==> src/rtl/ppu_cpu_bridge_if.sv <==
// ppu_cpu_bridge_if: CPU register bus and VRAM request/grant port of the PPU CPU bridge
interface ppu_cpu_bridge_if #(
   parameter int ADDR_W = 14,
   parameter int DATA_W = 8
);
   logic              cpu_cs;
   logic              cpu_rw;
   logic [2:0]        cpu_addr;
   logic [DATA_W-1:0] cpu_data_i;
   logic [DATA_W-1:0] cpu_data_o;
   logic              vram_req;
   logic              vram_we;
   logic [ADDR_W-1:0] vram_addr;
   logic [DATA_W-1:0] vram_wdata;
   logic              vram_gnt;
   logic              vram_rvalid;
   logic [DATA_W-1:0] vram_rdata;
   modport master (
      output cpu_cs, cpu_rw, cpu_addr, cpu_data_i, vram_gnt, vram_rvalid, vram_rdata,
      input  cpu_data_o, vram_req, vram_we, vram_addr, vram_wdata
   );
   modport slave (
      input  cpu_cs, cpu_rw, cpu_addr, cpu_data_i, vram_gnt, vram_rvalid, vram_rdata,
      output cpu_data_o, vram_req, vram_we, vram_addr, vram_wdata
   );
endinterface

==> src/rtl/ppu_cpu_bridge.sv <==
// ppu_cpu_bridge: PPU $2000-$2007 register front end with posted PPUDATA writes
// and a request/grant VRAM port shared with render fetches.
module ppu_cpu_bridge #(
   parameter int ADDR_W     = 14,
   parameter int DATA_W     = 8,
   parameter int FIFO_DEPTH = 4,
   parameter int OAM_AW     = 8
) (
   input  logic              clk,
   input  logic              rst,
   ppu_cpu_bridge_if.slave   bus,
   output logic              nmi,
   input  logic              vblank_set,
   input  logic              vblank_clr,
   input  logic              sp0,
   input  logic              sp_of,
   output logic [7:0]        ctrl,
   output logic [7:0]        mask,
   output logic [ADDR_W:0]   t,
   output logic [2:0]        fine_x,
   output logic [ADDR_W:0]   v,
   output logic              v_load,
   input  logic [DATA_W-1:0] pal_rdata,
   output logic [OAM_AW-1:0] oam_addr,
   output logic              oam_we,
   output logic [DATA_W-1:0] oam_wdata,
   input  logic [DATA_W-1:0] oam_rdata,
   output logic              fifo_ovf
);
   localparam int PW = $clog2(FIFO_DEPTH);
   localparam logic [1:0] IDLE = 2'd0, WR = 2'd1, RD = 2'd2, RWAIT = 2'd3;
   logic cs_r, w, vblank_flag, pend, stale;
   logic [1:0] state, state_n;
   logic [DATA_W-1:0] d, readbuf;
   logic [ADDR_W-1:0] raddr;
   logic [ADDR_W+DATA_W-1:0] fifo [FIFO_DEPTH];
   logic [PW-1:0] wp, rp;
   logic [PW:0] cnt, cnt_n;
   logic rd_s, wr_s, wr0, wr1, wr3, wr4, wr5, wr6, wr7, rd2, rd4, rd7;
   logic push, pop, full, pal, hit;
   logic [ADDR_W:0] v_inc;
   assign d      = bus.cpu_data_i;
   assign rd_s   = bus.cpu_cs & ~cs_r & bus.cpu_rw;
   assign wr_s   = bus.cpu_cs & ~cs_r & ~bus.cpu_rw;
   assign wr0    = wr_s & bus.cpu_addr == 3'd0;
   assign wr1    = wr_s & bus.cpu_addr == 3'd1;
   assign wr3    = wr_s & bus.cpu_addr == 3'd3;
   assign wr4    = wr_s & bus.cpu_addr == 3'd4;
   assign wr5    = wr_s & bus.cpu_addr == 3'd5;
   assign wr6    = wr_s & bus.cpu_addr == 3'd6;
   assign wr7    = wr_s & bus.cpu_addr == 3'd7;
   assign rd2    = rd_s & bus.cpu_addr == 3'd2;
   assign rd4    = rd_s & bus.cpu_addr == 3'd4;
   assign rd7    = rd_s & bus.cpu_addr == 3'd7;
   assign full   = cnt == (PW+1)'(FIFO_DEPTH);
   assign pop    = state == WR & bus.vram_gnt;
   assign push   = wr7 & (~full | pop);
   assign cnt_n  = cnt + (PW+1)'(push) - (PW+1)'(pop);
   assign pal    = v[13:8] == 6'h3F;
   // returning read data is only kept if no newer PPUDATA read re-targeted the refill
   assign hit    = state == RWAIT & bus.vram_rvalid & ~stale & ~rd7;
   assign v_inc  = ctrl[2] ? (ADDR_W+1)'(32) : (ADDR_W+1)'(1);
   assign nmi    = vblank_flag & ctrl[7];
   assign bus.vram_req   = state == WR | state == RD;
   assign bus.vram_we    = state == WR;
   assign bus.vram_addr  = state == WR ? fifo[rp][ADDR_W+DATA_W-1:DATA_W] : raddr;
   assign bus.vram_wdata = fifo[rp][DATA_W-1:0];
   always_comb
      case (state)
         IDLE:    state_n = cnt != '0 ? WR : pend ? RD : IDLE;
         WR:      state_n = ~bus.vram_gnt | cnt_n != '0 ? WR : (pend | rd7) ? RD : IDLE;
         RD:      state_n = bus.vram_gnt ? RWAIT : RD;
         default: state_n = bus.vram_rvalid ? IDLE : RWAIT;
      endcase
   always_ff @(posedge clk or posedge rst)
      if (rst) begin
         cs_r <= 1'b0;
         w <= 1'b0;
         vblank_flag <= 1'b0;
         pend <= 1'b0;
         stale <= 1'b0;
         state <= IDLE;
         readbuf <= '0;
         raddr <= '0;
         wp <= '0;
         rp <= '0;
         cnt <= '0;
         for (int i = 0; i < FIFO_DEPTH; i++) fifo[i] <= '0;
         bus.cpu_data_o <= '0;
         ctrl <= '0;
         mask <= '0;
         t <= '0;
         fine_x <= '0;
         v <= '0;
         v_load <= 1'b0;
         oam_addr <= '0;
         oam_we <= 1'b0;
         oam_wdata <= '0;
         fifo_ovf <= 1'b0;
      end else begin
         cs_r <= bus.cpu_cs;
         state <= state_n;
         v_load <= wr6 & w;
         oam_we <= wr4;
         if (wr4) oam_wdata <= d;
         if (wr_s) bus.cpu_data_o <= d;
         else if (rd2) bus.cpu_data_o <= {vblank_flag, sp0, sp_of, bus.cpu_data_o[4:0]};
         else if (rd4) bus.cpu_data_o <= oam_rdata;
         else if (rd7) bus.cpu_data_o <= pal ? pal_rdata : readbuf;
         if (wr0) begin
            ctrl <= d[7:0];
            t[11:10] <= d[1:0];
         end
         if (wr1) mask <= d[7:0];
         if (wr3) oam_addr <= d[OAM_AW-1:0];
         else if (oam_we) oam_addr <= oam_addr + OAM_AW'(1);
         if (wr5 & ~w) begin
            t[4:0] <= d[7:3];
            fine_x <= d[2:0];
         end
         if (wr5 & w) begin
            t[9:5] <= d[7:3];
            t[14:12] <= d[2:0];
         end
         if (wr6 & ~w) t[14:8] <= {1'b0, d[5:0]};
         if (wr6 & w) begin
            t[7:0] <= d[7:0];
            v <= {t[ADDR_W:8], d[7:0]};
         end else if (wr7 | rd7) v <= v + v_inc;
         if (rd2) w <= 1'b0;
         else if (wr5 | wr6) w <= ~w;
         if (rd2 | vblank_clr) vblank_flag <= 1'b0;
         else if (vblank_set) vblank_flag <= 1'b1;
         if (rd2) fifo_ovf <= 1'b0;
         else if (wr7 & ~push) fifo_ovf <= 1'b1;
         if (push) begin
            fifo[wp] <= {v[ADDR_W-1:0], d};
            wp <= wp + PW'(1);
         end
         if (pop) rp <= rp + PW'(1);
         cnt <= cnt_n;
         // palette reads refill from the nametable mirror underneath
         if (rd7) begin
            pend <= 1'b1;
            raddr <= pal ? v[ADDR_W-1:0] & ~(ADDR_W'(4096)) : v[ADDR_W-1:0];
         end else if (hit) pend <= 1'b0;
         if (hit) readbuf <= bus.vram_rdata;
         stale <= state == RWAIT & bus.vram_rvalid ? 1'b0
                : stale | (rd7 & (state == RWAIT | (state == RD & bus.vram_gnt)));
      end
endmodule

==> src/flat_wrapper.sv <==
// flat-port wrapper written by rule: the top's interface ports become plain ports
module ppu_cpu_bridge_flat 
#(
   parameter int ADDR_W     = 14,
   parameter int DATA_W     = 8,
   parameter int FIFO_DEPTH = 4,
   parameter int OAM_AW     = 8
)
  (clk, rst, nmi, vblank_set, vblank_clr, sp0, sp_of, ctrl, mask, t, fine_x, v, v_load, pal_rdata, oam_addr, oam_we, oam_wdata, oam_rdata, fifo_ovf, bus_cpu_cs, bus_cpu_rw, bus_cpu_addr, bus_cpu_data_i, bus_vram_gnt, bus_vram_rvalid, bus_vram_rdata, bus_cpu_data_o, bus_vram_req, bus_vram_we, bus_vram_addr, bus_vram_wdata);
  ppu_cpu_bridge_if #(.ADDR_W(ADDR_W), .DATA_W(DATA_W)) bus_i ();
  input  logic clk;
  input  logic rst;
  output logic nmi;
  input  logic vblank_set;
  input  logic vblank_clr;
  input  logic sp0;
  input  logic sp_of;
  output logic [7:0] ctrl;
  output logic [7:0] mask;
  output logic [ADDR_W:0] t;
  output logic [2:0] fine_x;
  output logic [ADDR_W:0] v;
  output logic v_load;
  input  logic [DATA_W-1:0] pal_rdata;
  output logic [OAM_AW-1:0] oam_addr;
  output logic oam_we;
  output logic [DATA_W-1:0] oam_wdata;
  input  logic [DATA_W-1:0] oam_rdata;
  output logic fifo_ovf;
  input wire logic [$bits(bus_i.cpu_cs)-1:0] bus_cpu_cs;
  input wire logic [$bits(bus_i.cpu_rw)-1:0] bus_cpu_rw;
  input wire logic [$bits(bus_i.cpu_addr)-1:0] bus_cpu_addr;
  input wire logic [$bits(bus_i.cpu_data_i)-1:0] bus_cpu_data_i;
  input wire logic [$bits(bus_i.vram_gnt)-1:0] bus_vram_gnt;
  input wire logic [$bits(bus_i.vram_rvalid)-1:0] bus_vram_rvalid;
  input wire logic [$bits(bus_i.vram_rdata)-1:0] bus_vram_rdata;
  output wire logic [$bits(bus_i.cpu_data_o)-1:0] bus_cpu_data_o;
  output wire logic [$bits(bus_i.vram_req)-1:0] bus_vram_req;
  output wire logic [$bits(bus_i.vram_we)-1:0] bus_vram_we;
  output wire logic [$bits(bus_i.vram_addr)-1:0] bus_vram_addr;
  output wire logic [$bits(bus_i.vram_wdata)-1:0] bus_vram_wdata;
  assign bus_i.cpu_cs = bus_cpu_cs;
  assign bus_i.cpu_rw = bus_cpu_rw;
  assign bus_i.cpu_addr = bus_cpu_addr;
  assign bus_i.cpu_data_i = bus_cpu_data_i;
  assign bus_i.vram_gnt = bus_vram_gnt;
  assign bus_i.vram_rvalid = bus_vram_rvalid;
  assign bus_i.vram_rdata = bus_vram_rdata;
  assign bus_cpu_data_o = bus_i.cpu_data_o;
  assign bus_vram_req = bus_i.vram_req;
  assign bus_vram_we = bus_i.vram_we;
  assign bus_vram_addr = bus_i.vram_addr;
  assign bus_vram_wdata = bus_i.vram_wdata;
  ppu_cpu_bridge #(.ADDR_W(ADDR_W), .DATA_W(DATA_W), .FIFO_DEPTH(FIFO_DEPTH), .OAM_AW(OAM_AW)) u_core (.clk(clk), .rst(rst), .bus(bus_i), .nmi(nmi), .vblank_set(vblank_set), .vblank_clr(vblank_clr), .sp0(sp0), .sp_of(sp_of), .ctrl(ctrl), .mask(mask), .t(t), .fine_x(fine_x), .v(v), .v_load(v_load), .pal_rdata(pal_rdata), .oam_addr(oam_addr), .oam_we(oam_we), .oam_wdata(oam_wdata), .oam_rdata(oam_rdata), .fifo_ovf(fifo_ovf));
endmodule
==> config.mk <==
export PLATFORM = sky130hd
export DESIGN_NAME = ppu_cpu_bridge_flat
export DESIGN_NICKNAME = d
export VERILOG_FILES = /design/src/rtl/ppu_cpu_bridge_if.sv /design/src/rtl/ppu_cpu_bridge.sv /design/src/flat_wrapper.sv
export SDC_FILE = /design/constraint.sdc
export NUM_CORES = 1
export LEC_CHECK = 0
export BUFFER_PORTS_ARGS = -buffer_cell sky130_fd_sc_hd__buf_4
export CORE_MARGIN = 8
export CORE_UTILIZATION = 57
export CTS_BUF_LIST = sky130_fd_sc_hd__clkbuf_16
export DETAILED_ROUTE_END_ITERATION = 16
export GPL_ROUTABILITY_DRIVEN = 1
export PLACE_DENSITY = 0.9
export REMOVE_ABC_BUFFERS = 1
export SETUP_SLACK_MARGIN = 0.4
export SLEW_MARGIN = 10
export SYNTH_ARGS = -nofsm -noshare
export SYNTH_HDL_FRONTEND = slang
export SYNTH_SLANG_ARGS = --single-unit
==> constraint.sdc <==
create_clock -name clk -period 7.9 [get_ports clk]
set_input_delay 1.58 -clock clk [delete_from_list [all_inputs] [get_ports clk]]
set_output_delay 1.58 -clock clk [all_outputs]
set_load 0.02 [all_outputs]
# Word-level counts from Yosys, hierarchy flattened
# Index checks and enable logic that the tools add are counted.
# word_totals
in_bits,45
elab_cells,155
register_bits,200
out_inout_bits,101
# classes
n_eq_ne,13
n_lt_le_gt_ge,3
add_sub_neg,6
reduce_logical,18
bitwise_logic,45
muxes,40
# ops
op,count
$bwmux 88,1
$mux 22,3
$mux 8,8
$bmux 22 s2,1
$demux 22 s2,1
$mux 15,2
$and 1x1->1,26
$reduce_bool 2->1,10
$add 15x6->15,1
$eq 3x3->1 const B,5
$mux 14,1
$mux 13,1
$mux 2,6
$mux 1,10
$mux 5,2
$or 1x1->1,9
$reduce_bool 3->1,3
$add 8x1->8 const B,1
$not 1->1,8
$mux 7,1
$eq 3x2->1 const B,2
$eq 6x6->1 const B,1
$ge 3x3->1 const B,2
$mux 6,1
other kinds (16),19

# Logic depth before layout (Yosys ltp)
# logic_depth
depth_word,11
ltp_mapped,15
mapped_depth_nobuf,14

# Worst setup path before layout
# OpenSTA, ideal clock, no wires.
# synth_timing
path_kind,input -> register
startpoint,input bus_cpu_addr[0]
endpoint,register u_core.state[1]
path_stages,13
slack_ns,3.833
setup_time_ns,0.084
n_path_buf,2
arrival_ns,3.983
required_time_ns,7.816
path_cell_list,buf_2 nand3_2 or2_1 buf_6 nor3_4 ha_1 inv_1 fa_1 xnor2_1 xnor2_1 nor3_1 o211ai_1 a21boi_0
# synth_between
elab_chain_cells,9
word_cells_on_any_way,12
classes_between,2 x add/sub; 1 x eq/ne; 3 x mux; 5 x bitwise; 1 x reduce/logical
# synth_lines
item,line_no,source
start: declaration,flat_wrapper.sv:32,input wire logic [$bits(bus_i.cpu_addr)-1:0] bus_cpu_addr;
$eq 3x3->1,ppu_cpu_bridge.sv:51,assign wr7 = wr_s & bus.cpu_addr == 3'd7;
$and 1x1->1,ppu_cpu_bridge.sv:51,
$and 1x1->1,ppu_cpu_bridge.sv:57,assign push = wr7 & (~full | pop);
via u_core.push,ppu_cpu_bridge.sv:40,"logic push, pop, full, pal, hit;"
$add 3x1->3,ppu_cpu_bridge.sv:58,assign cnt_n = cnt + (PW+1)'(push) - (PW+1)'(pop);
$sub 3x1->3,ppu_cpu_bridge.sv:58,
via u_core.cnt_n[2],ppu_cpu_bridge.sv:38,"logic [PW:0] cnt, cnt_n;"
$reduce_bool 3->1,ppu_cpu_bridge.sv:71,WR: state_n = ~bus.vram_gnt | cnt_n != '0 ? WR : (pend | rd7) ? RD : IDLE;
$or 1x1->1,ppu_cpu_bridge.sv:71,
$mux 2,ppu_cpu_bridge.sv:71,
$pmux 2 s3,ppu_cpu_bridge.sv:69,case (state)
via u_core.state_n[1],ppu_cpu_bridge.sv:33,"logic [1:0] state, state_n;"
end signal: assignment,ppu_cpu_bridge.sv:102,state <= state_n;
end: declaration,ppu_cpu_bridge.sv:33,
# The timed path passes the listed nets, and every way through them passes these cells.
# A chain may end at the register's enable or synchronous reset.

# Final worst setup path
# layout_timing
startpoint,register u_core.rp[0]
endpoint,output bus_vram_addr[1]
# layout_between
elab_chain_cells,5
# layout_lines
item,line_no,source
start: declaration,ppu_cpu_bridge.sv:37,"logic [PW-1:0] wp, rp;"
start signal: assignment,ppu_cpu_bridge.sv:140,if (pop) rp <= rp + PW'(1);
$not 2->3 (not written as such),ppu_cpu_bridge.sv:66,assign bus.vram_addr = state == WR ? fifo[rp][ADDR_W+DATA_W-1:DATA_W] : raddr;
$bmux 22 s2,ppu_cpu_bridge.sv:66,
$mux 22 (not written as such) (2 in series),ppu_cpu_bridge.sv:66,
$mux 14,ppu_cpu_bridge.sv:66,
end: declaration,flat_wrapper.sv:40,output wire logic [$bits(bus_i.vram_addr)-1:0] bus_vram_addr;
# Every way passes these cells. The select of a mux whose other input is x is not followed.

==> Implementation_results.wiki <==
{| class="wikitable"
! Metric !! Value
|-
| Status || finished, final reports clean
|-
| Fraction of registers with async set/reset || 100%
|-
| Wire length of the first global-routing pass || 39.0 mm
|-
| Resize count post-CTS || 0
|-
| Number of vias in the routed layout || 6,421
|-
| Netlist area before placement || 9610 um2
|-
| Number of iterations in the first detailed-routing pass || 5
|-
| Count of endpoints failing setup in the final report || 0
|-
| Number of DRC violations after detailed routing || 0
|-
| Endpoint of the most critical register-to-register path || u_core.state[1]$_DFF_PP0_
|-
| Post-CTS Hold Fix Bufs || 0
|-
| Worst setup path start || u_core.rp[0]$_DFFE_PP0P_
|-
| Average instance area after synthesis || 13.4 um2
|-
| CP Launch Type || flip-flop
|-
| Aggregate negative setup slack || 0 ns
|-
| Max-slew violations || 0
|-
| FF+latch count, synth || 200
|-
| Worst-margin pin slew || 1.02 ns
|-
| Maximum fanout along the worst path || 14
|-
| Buffer count from post-CTS setup fixing || 0
|-
| Origin of the critical flop-to-flop path || u_core.state[1]$_DFF_PP0_
|-
| Classification of the worst setup path || reg -> out
|-
| Worst-path clk slew || 0.06 ns
|-
| Synth Warn # || 0
|-
| Total Routing Usage GR || 23.3%
|-
| Fraction of the mapped netlist area in compound gates || 6.17%
|-
| Fillers || 1,127
|-
| Vias in the first global route || 6,941
|-
| Die footprint || 21,300 um2
|-
| Setup Skew || 0.0103 ns
|-
| Xor and xnor area share after synthesis || 1.64%
|-
| Post-synthesis share of cell area spent on and, or, nand and nor gates || 8.49%
|-
| Sum of net half-perimeters after detailed placement || 16.5 mm
|-
| Clock root buffer || clkbuf_16
|-
| Number of I/O port buffers || 145
|-
| Share of the cycle needed by the critical path after routing || 53.2%
|-
| Vertical extent of the die || 146 um
|-
| Core Area || 16,500 um2
|-
| Chip Width || 146 um
|-
| Diode insertion count for antenna repair || 0
|-
| Ys flop type || dfrtp_1
|-
| Post-synth EDFFs || 0
|-
| Net total in the final layout || 902
|-
| Worst relative slew slack || 32.0%
|-
| Growth of design area from synthesis to finish || 17.9%
|-
| Capturing instance or port of the critical path || bus_vram_addr[1]
|-
| Synth unique cells || 55
|-
| Wire length reported by the detailed router || 24.2 mm
|-
| Via/cell ratio || 5.97
|-
| Routability Congestion || 0.821
|-
| Post-synth top area share || 52.1%
|-
| Number of standard-cell rows in the floorplan || 47
|-
| Adder-cell share of the synthesized area || 2.03%
|-
| H-tree levels || 4
|-
| Share of post-route cells with drive strength above 1 || 42.5%
|-
| Clock latency at the later pin of the worst-skew pair || 0.43 ns
|-
| Register-to-register path setup slack || 3.91 ns
|-
| Critical Path AT || 2.63 ns
|-
| Unrepaired setup endpoints after global routing || false
|-
| Static Leak || 5.72 nW
|-
| Portion of netlist area occupied by mux cells || 26.5%
|-
| Post-synthesis sequential area ratio || 52.1%
|-
| Main combinational cell family by area after synthesis || multiplexers
|-
| Worst min-delay path class || reg -> reg
|-
| Count leader, synth || dfrtp_1
|-
| Depth of the worst register-to-register path || 13
|-
| Count of boundary I/O pins || 146
|-
| Final ANT Viol Nets || 0
|-
| Cell type with the largest total area after synthesis || dfrtp_1
|-
| Largest voltage drop on the vdd net || 0.229 mV
|-
| Hold Vio Cnt, Final || 0
|-
| Shortest period the worst path allows || 4.21 ns
|-
| Number of buffers on the longest clock path || 2
|-
| Routed length per instance || 22.5 um
|-
| Peak clock frequency supported by timing || 0.238 GHz
|-
| Iteration-0 DRC Markers || 441
|-
| Number of buffers inserted during clock tree synthesis || 17
|-
| Pin count of the biggest net entering global routing || 122
|-
| Most common library cells after synthesis || dfrtp_1, mux2_4, mux2_2, nand2_1, nor2_1
|-
| Power density over the cells || 289 nW/um2
|-
| Number of antenna violations at the first check in global routing || 0
|-
| Clock tree from TritonCTS || yes
|-
| Worst setup EP type || output pin
|-
| Initial Utilization || 58.1%
|-
| Data required time at the worst endpoint || 6.32 ns
|-
| Total congestion overflow || 0
|-
| Worst hold slack after final layout || 0.504 ns
|-
| Cell depth of the worst min-delay path || 1
|-
| Clk sink count || 200
|-
| Cells after synthesis || 718
|-
| Top cells by area, synth || dfrtp_1, mux2_4, mux2_2, mux4_2, nand2_1
|-
| Max cap viols || 0
|}
-- report_power, final --
| part | switching (W) | internal, W |
|---|---|---|
| Clock | 0.000379 | 0.000461 |
| Sequential | 0.000207 | 0.00122 |
| Combinational | 0.000515 | 0.000492 |
| Total | 0.00110 | 0.00217 |
-- layout make-up --
class                           instances  area (um2)  area share [%]
Clock buffer                           17         425            3.76
Tap cell                              220         275            2.43
Sequential cell                       200        5000            44.2
Clock inverter                         15         138            1.21
Inverter                               14        60.1           0.530
Timing Repair Buffer                  149        1120            9.87
Multi-Input combinational cell        460        4310            38.0
-- metal layers --
metal	vias to the layer above	wire length, um	GRT usage (%)
met5	-	0	0
met4	0	573	7.03
met3	44	1930	7.77
met2	282	11500	37.0
met1	3264	10200	29.7
li1	2831	-	-
-- registers in the layout, indices dropped and copies added (netlist names), 8 cells and up --
name	count
u_core.bus.cpu_data_o	8
u_core.ctrl	8
u_core.fifo	88
u_core.mask	8
u_core.oam_addr	8
u_core.oam_wdata	8
u_core.raddr	14
u_core.readbuf	8
u_core.t	15
u_core.v	15
-- cell families after synthesis --
kind of cell             count (synthesis)
multiplexers                           178
buffers and inverters                   58
adder cells (fa/ha/maj)                 15
flip-flops                             200
XOR/XNOR                                18
AO/OA/AOI/OAI                           86
AND/OR/NAND/NOR                        163
-- critical path: stages, from the launching register on --
cell,delay [ns]
dfrtp_1,0.81
buf_4,0.40
mux4_2,0.55
mux2_2,0.27
buf_4,0.16
-- worst min path at each step --
stage | endpoint | slack [ns] | startpoint
after floorplan | u_core.raddr[12]$_DFFE_PP0P_ | 0.46 | u_core.raddr[12]$_DFFE_PP0P_
final | u_core.raddr[0]$_DFFE_PP0P_ | 0.50 | u_core.raddr[0]$_DFFE_PP0P_
after global routing | u_core.raddr[0]$_DFFE_PP0P_ | 0.52 | u_core.raddr[0]$_DFFE_PP0P_
after global placement | u_core.fifo[21]$_DFFE_PP0P_ | 0.48 | u_core.fifo[21]$_DFFE_PP0P_
after detailed placement | u_core.fifo[67]$_DFFE_PP0P_ | 0.49 | u_core.fifo[67]$_DFFE_PP0P_
after CTS | u_core.raddr[6]$_DFFE_PP0P_ | 0.51 | u_core.raddr[6]$_DFFE_PP0P_
-- stage by stage --
stage	worst slack [ns]	util (%)	cells	power [W]	cell area [um2]
3_5_place_dp	3.57	65.1	1043	0.00245	10800
4_1_cts	3.68	68.6	1075	0.00329	11300
3_3_place_gp	3.67	65.1	1043	0.00241	10800
6_report	3.69	68.6	1075	0.00327	11300
2_1_floorplan	0.866	-	674	0.00202	9360
5_1_grt	3.57	68.6	1075	0.00343	11300
-- layout by cell type, fill, tap and decap left out, types with 4 or more instances in the layout --
| cell | count |
|---|---|
| mux2i_1 | 6 |
| a31oi_1 | 9 |
| nor2_1 | 42 |
| clkinv_2 | 5 |
| nand2_4 | 4 |
| xor2_1 | 8 |
| mux2_2 | 70 |
| a311o_1 | 5 |
| nand2_1 | 52 |
| and3_1 | 5 |
| mux2_4 | 80 |
| dfrtp_1 | 200 |
| a21oi_1 | 23 |
| nand3_1 | 17 |
| clkbuf_16 | 17 |
| a221o_1 | 8 |
| nor2b_1 | 5 |
| inv_1 | 13 |
| xnor2_1 | 10 |
| nor3_1 | 4 |
| o21ai_0 | 11 |
| ha_1 | 14 |
| nand4_1 | 7 |
| mux4_2 | 22 |
| nand2b_1 | 6 |
| buf_4 | 149 |
| and2_1 | 8 |
| o211ai_1 | 6 |
Note: power is estimated with default switching activity, not from simulation.
